## config.mk

```make
export PLATFORM = sky130hd
export DESIGN_NAME = inverse_ip_tx
export DESIGN_NICKNAME = d
export VERILOG_FILES = /design/src/rtl/inverse_ip_tx.sv
export SDC_FILE = /design/constraint.sdc
export NUM_CORES = 1
export LEC_CHECK = 0
export CORE_UTILIZATION = 40
export DETAILED_ROUTE_END_ITERATION = 10
export MAX_ROUTING_LAYER = met4
export PLACE_DENSITY = 0.67
export SYNTH_ARGS = -nofsm -noshare
export SYNTH_HDL_FRONTEND = slang
export SYNTH_SLANG_ARGS = --single-unit
```

## constraint.sdc

```tcl
create_clock -name CLK -period 4.5 [get_ports CLK]
set_input_delay 0.9 -clock CLK [delete_from_list [all_inputs] [get_ports CLK]]
set_output_delay 0.9 -clock CLK [all_outputs]
set_load 0.01 [all_outputs]
```

## src/rtl/inverse_ip_tx.sv

```systemverilog
// Final permutation (inverse initial permutation) of a 64-bit block, streamed MSB byte first
// toward a UART transmitter through a valid/ready handshake.
module inverse_ip_tx #(
    parameter bit SWAP = 1'b1
) (
    input  logic        CLK,
    input  logic        RESET,
    input  logic        CHIP_SELECT_BAR,
    input  logic [31:0] LEFT_IN,
    input  logic [31:0] RIGHT_IN,
    input  logic        IN_VALID,
    output logic        IN_READY,
    output logic [7:0]  TX_DATA,
    output logic        TX_VALID,
    input  logic        TX_READY,
    output logic        BUSY
);

    localparam int unsigned BLK_W  = 64;
    localparam int unsigned BYTE_W = 8;
    localparam int unsigned CNT_W  = 3;
    localparam logic [CNT_W-1:0] LAST_BYTE = CNT_W'(7);

    typedef enum logic {
        IDLE = 1'b0,
        SEND = 1'b1
    } state_t;

    state_t              state_q, state_d;
    logic [CNT_W-1:0]    cnt_q, cnt_d;
    logic [BLK_W-1:0]    buf_q, buf_d;
    logic                tx_valid_q, tx_valid_d;
    logic [BYTE_W-1:0]   tx_data_q, tx_data_d;
    logic                busy_q, busy_d;
    logic [BLK_W-1:0]    fp_in;
    logic [BLK_W-1:0]    fp_out;
    logic                accept;

    // Destination position (64 = MSB) of input bit k under the inverse initial permutation.
    function automatic int unsigned fp_pos(input int unsigned k);
        int unsigned g;
        int unsigned j;
        g = (k - 1) / 8;
        j = (k - 1) % 8;
        return (g < 4) ? (58 + 2 * g - 8 * j) : (49 + 2 * g - 8 * j);
    endfunction

    assign fp_in = SWAP ? {RIGHT_IN, LEFT_IN} : {LEFT_IN, RIGHT_IN};

    // Pure wiring: every output bit is driven by exactly one input bit.
    always_comb begin
        fp_out = '0;
        for (int unsigned k = 1; k <= BLK_W; k++) begin
            fp_out[6'(fp_pos(k) - 1)] = fp_in[6'(k - 1)];
        end
    end

    // Ready is withheld during reset so a held IN_VALID cannot slip a block in.
    assign IN_READY = !RESET && (state_q == IDLE) && !CHIP_SELECT_BAR;
    assign accept   = IN_VALID && IN_READY;

    // Next-state logic; abort outranks the byte handshake, including on the last byte.
    always_comb begin
        state_d = state_q;
        cnt_d   = cnt_q;
        buf_d   = buf_q;
        case (state_q)
            IDLE: begin
                if (accept) begin
                    buf_d   = fp_out;
                    cnt_d   = '0;
                    state_d = SEND;
                end
            end
            SEND: begin
                if (CHIP_SELECT_BAR) begin
                    buf_d   = '0;
                    cnt_d   = '0;
                    state_d = IDLE;
                end else if (TX_READY) begin
                    if (cnt_q == LAST_BYTE) begin
                        buf_d   = '0;
                        cnt_d   = '0;
                        state_d = IDLE;
                    end else begin
                        cnt_d = cnt_q + CNT_W'(1);
                    end
                end
            end
            default: begin
                state_d = IDLE;
            end
        endcase

        tx_valid_d = (state_d == SEND);
        busy_d     = (state_d == SEND);
        tx_data_d  = tx_valid_d ? buf_d[{LAST_BYTE - cnt_d, 3'b000} +: BYTE_W] : '0;
    end

    // State and registered outputs.
    always_ff @(posedge CLK) begin
        if (RESET) begin
            state_q    <= IDLE;
            cnt_q      <= '0;
            buf_q      <= '0;
            tx_valid_q <= 1'b0;
            tx_data_q  <= '0;
            busy_q     <= 1'b0;
        end else begin
            state_q    <= state_d;
            cnt_q      <= cnt_d;
            buf_q      <= buf_d;
            tx_valid_q <= tx_valid_d;
            tx_data_q  <= tx_data_d;
            busy_q     <= busy_d;
        end
    end

    assign TX_VALID = tx_valid_q;
    assign TX_DATA  = tx_data_q;
    assign BUSY     = busy_q;

endmodule

```

==> out/metrics.csv <==
stage,metric,value,unit
yosys,Yosys warning total,0,
worst_setup_path,WP data required,3.60,ns
placed_design,dpl ws,1.13,ns
grt,first-pass GRT wire length,13.4,mm
power,Switch Pwr,0.331,mW
worst_setup_path,Critical Path Sink Type,output pin,
sta,Slew HR,46.6,%
worst_setup_path,crit-path max cell delay,0.56,ns
power,static leakage power,1.51,nW
worst_setup_path,Worst path slowest cell,clkdlybuf4s50_1,
worst_setup_path,Setup crit start kind,input pin,
floorplan,io pins,80,
finish,area taken by multi-input logic gates,1550,µm²
clock_tree,post-CTS setup buffers,0,
worst_setup_path,stages on the worst setup path,3,
grt,all-layer global routing usage,20.9,%
yosys,Synth Net Count,418,
finish,Fillers,725,
power,Worst IR Drop VDD,0.000179,V
worst_setup_path,CP Data Arrival Time,2.22,ns
power,Clock Power Share,40.7,%
clock_tree,# H-tree levels,3,
run,MaxCap Viol Count,0,
floorplan,die height,92.0,µm
yosys,sequential share of the synthesized area,47.0,%
sta,setup_tns,0,ns
detailed_routing,overall routed net length,8.32,mm
clock_tree,total CTS buffers,9,
run_status,outcome,completed,
yosys,Mapped Cells,347,
detailed_routing,Final ANT Viol Nets,0,
finish,Post-Layout Cell Count,519,
clock_tree,"Hold-fix buffers, CTS",0,
placed_design,# port buffers,79,
detailed_routing,DRC errors left,0,
detailed_routing,routed vias,2824,
sta,skew final,0.00808,ns
placed_design,Area after DPL,4030,µm²
power,Overall Power,1.45,mW
finish,Seq. cell area,1520,µm²
yosys,Syn Std Cell Area,3240,µm²
worst_setup_path,worst r2r src,cnt_q[1]$_SDFF_PP0_,
sta,Slew Limit Fails,0,
placed_design,Placed Cells,503,
yosys,distinct cell type count after synthesis,41,
worst_setup_path,crit path launch,CHIP_SELECT_BAR,
hold_path,worst hold start,buf_q[60]$_SDFF_PP0_,
power,Reg power frac,48.4,%
worst_setup_path,CP top delay family,buffers and inverters,
finish,"commonest non-fill, non-tap cell in the layout",clkdlybuf4s50_1,
floorplan,row cnt,32,
power,internal power,1.12,mW
grt,vias in the first global route,2770,
sta,final worst-path cycle share,69.4,%
yosys,XOR/XNOR Fraction of Synth Area,0,%
placed_design,Placer Congestion,0.855,
floorplan,Starting Density,41.7,%
clock_tree,clk root buf,clkbuf_8,
clock_tree,Clock Latency Late Sink,0.34,ns
worst_setup_path,worst reg-to-reg setup slack,2.00,ns
floorplan,die span in x,92.0,µm
yosys,post-synthesis mux area share,5.87,%
yosys,cell taking the most area after synthesis,dfxtp_1,
worst_setup_path,Setup CP Type,in -> out,
detailed_routing,initial DRC count,160,
finish,fin nets,483,
finish,most frequent cells in the layout,"78 x clkdlybuf4s50_1, 76 x dfxtp_1, 60 x nor2_1, 55 x a22oi_1, 27 x nand2_1",
finish,post-synthesis to final-layout area growth,31.7,%
placed_design,post-DP HPWL,5.77,mm
sta,RSZ-0062 raised after global routing,no,
worst_setup_path,Crit Path Max Fanout,6,
hold_path,worst hold path type,reg -> reg,
floorplan,Die ar.,8460,µm²
clock_tree,Clock Path Buffers,2,
clock_tree,post-cts sizing count,0,
worst_setup_path,CP bufs+invs,2,
worst_setup_path,worst-case reg-to-reg path depth,8,
power,Sw Ratio,22.8,%
sta,min Tclk post-route,3.12,ns
yosys,largest family of logic cells by synthesized area,compound AO/OA/AOI/OAI gates,
yosys,post-synthesis adder-cell area fraction,0.773,%
grt,pin count of the biggest net entering global routing,40,
sta,f_max,320,MHz
grt,initial antenna violation count,0,
worst_setup_path,CP most frequent cell,clkdlybuf4s50_1,
finish,# diodes,0,
power,Power Density,341,nW/µm²
finish,share of post-route cells with drive strength above 1,8.63,%
detailed_routing,DR WL/cell,16.0,µm
clock_tree,clock-pin slew on the worst setup and hold paths,0.07,ns
sta,setup ws final,1.38,ns
floorplan,Core ar.,7770,µm²
worst_setup_path,reg-to-reg critical path endpoint,TX_DATA[7]$_SDFF_PP0_,
yosys,syn_area_per_cell,9.33,µm²
finish,Finished Cell Area,4260,µm²
worst_setup_path,cell-by-cell trace of the critical path,clkdlybuf4s50_1 > nor3_1 > clkdlybuf4s50_1,
yosys,top cell type's share of synthesized area,47.0,%
grt,GRT Residual Overflow,0,
clock_tree,Sink Count,76,
yosys,flip-flop and latch count after synthesis,76,
yosys,most area-consuming cells after synthesis,"dfxtp_1 47%, a22oi_1 13%, nor2_1 7.0%",
yosys,post-synthesis compound-gate area fraction,24.6,%
power,Gate power share,10.9,%
sta,Final Hold Fails,0,
worst_setup_path,crit path to,IN_READY,
detailed_routing,Via density,5.44,
sta,worst slew pin tran,0.799,ns
yosys,Post-Synth Simple-Gate Area,16.3,%
clock_tree,CTS tree,built,
detailed_routing,DRT Pass-1 Iters,4,
sta,Final setup viols,0,
==> power groups by stage <==
| stage | clock network (mW) | registers, mW | logic, mW |
|---|---|---|---|
| floorplan | 0 | 0.714 | 0.0812 |
| global placement | 0 | 0.718 | 0.158 |
| detailed placement | 0 | 0.718 | 0.159 |
| CTS | 0.604 | 0.702 | 0.160 |
| global route | 0.631 | 0.704 | 0.172 |
| finish | 0.591 | 0.703 | 0.159 |
==> cell families after synthesis <==
| kind of cell | Yosys count |
|---|---|
| adders and majority gates | 2 |
| and+or+nand+nor | 114 |
| buffers and inverters | 31 |
| AOI/OAI and AO/OA | 106 |
| muxes | 18 |
| DFF | 76 |
==> registers in the layout, summed over array words and instances, names as in the netlist <==
name,flops
buf_q,64
TX_DATA,8
cnt_q,3
BUSY,1
==> metal layers <==
| layer | part of all wire (%) | vias to the layer above | track usage (%) |
|---|---|---|---|
| met5 | 0 | - | - |
| met4 | 1.1 | 0 | 6.38 |
| met3 | 6.5 | 9 | 5.80 |
| met2 | 46 | 83 | 32.5 |
| met1 | 47 | 1336 | 26.4 |
| li1 | - | 1396 | - |
==> per-stage QoR <==
stage	hold WS, ns	util (%)
after global placement	0.450	51.9
after detailed placement	0.458	51.9
after floorplan	0.441	-
final	0.468	54.9
after CTS	0.468	54.9
after global routing	0.495	54.9
==> worst reg2reg max path, stage by stage, from the launching register on <==
cell and delay (ns):
dfxtp_1 0.36, ha_1 0.20, ha_1 0.20, a21oi_1 0.16
nor2b_1 0.10, nor2_4 0.62, and2_1 0.39, a221oi_1 0.16
nor4_1 0.22
==> synth_stat cells, drive strengths merged <==
master / instances
nor4: 7
o2111a: 7
nor2: 64
nor3: 2
nor2b: 3
nor4b: 1
o21ai: 3
and2: 1
mux2i: 10
a22o: 1
or2: 1
and4: 1
mux2: 8
clkbuf: 15
inv: 1
a22oi: 55
nand4bb: 1
ha: 2
o21a: 9
a21o: 1
nand2: 27
a221oi: 7
a21oi: 21
dfxtp: 76
o2111ai: 2
or2b: 1
nand3: 2
buf: 15
nand3b: 1
nand2b: 2
==> worst min-delay path by stage <==
stage / endpoint / slack [ns] / depth (start not counted)
after detailed placement: buf_q[56]$_SDFF_PP0_ / 0.46 / 2
after floorplan: buf_q[56]$_SDFF_PP0_ / 0.44 / 2
after CTS: buf_q[56]$_SDFF_PP0_ / 0.47 / 2
final: buf_q[60]$_SDFF_PP0_ / 0.47 / 2
after global placement: buf_q[57]$_SDFF_PP0_ / 0.45 / 2
after global routing: buf_q[57]$_SDFF_PP0_ / 0.49 / 2
==> cell type report <==
cell class                 instances  share of cell area (%)
tap                              102                    2.99
clock buffer                      11                    3.55
sequential                        76                    35.7
inverter                           1                  0.0880
timing repair buffer              84                    19.3
multi-input combinational        240                    36.4
clock inverter                     5                    1.97
(Power assumes the default switching activity.)
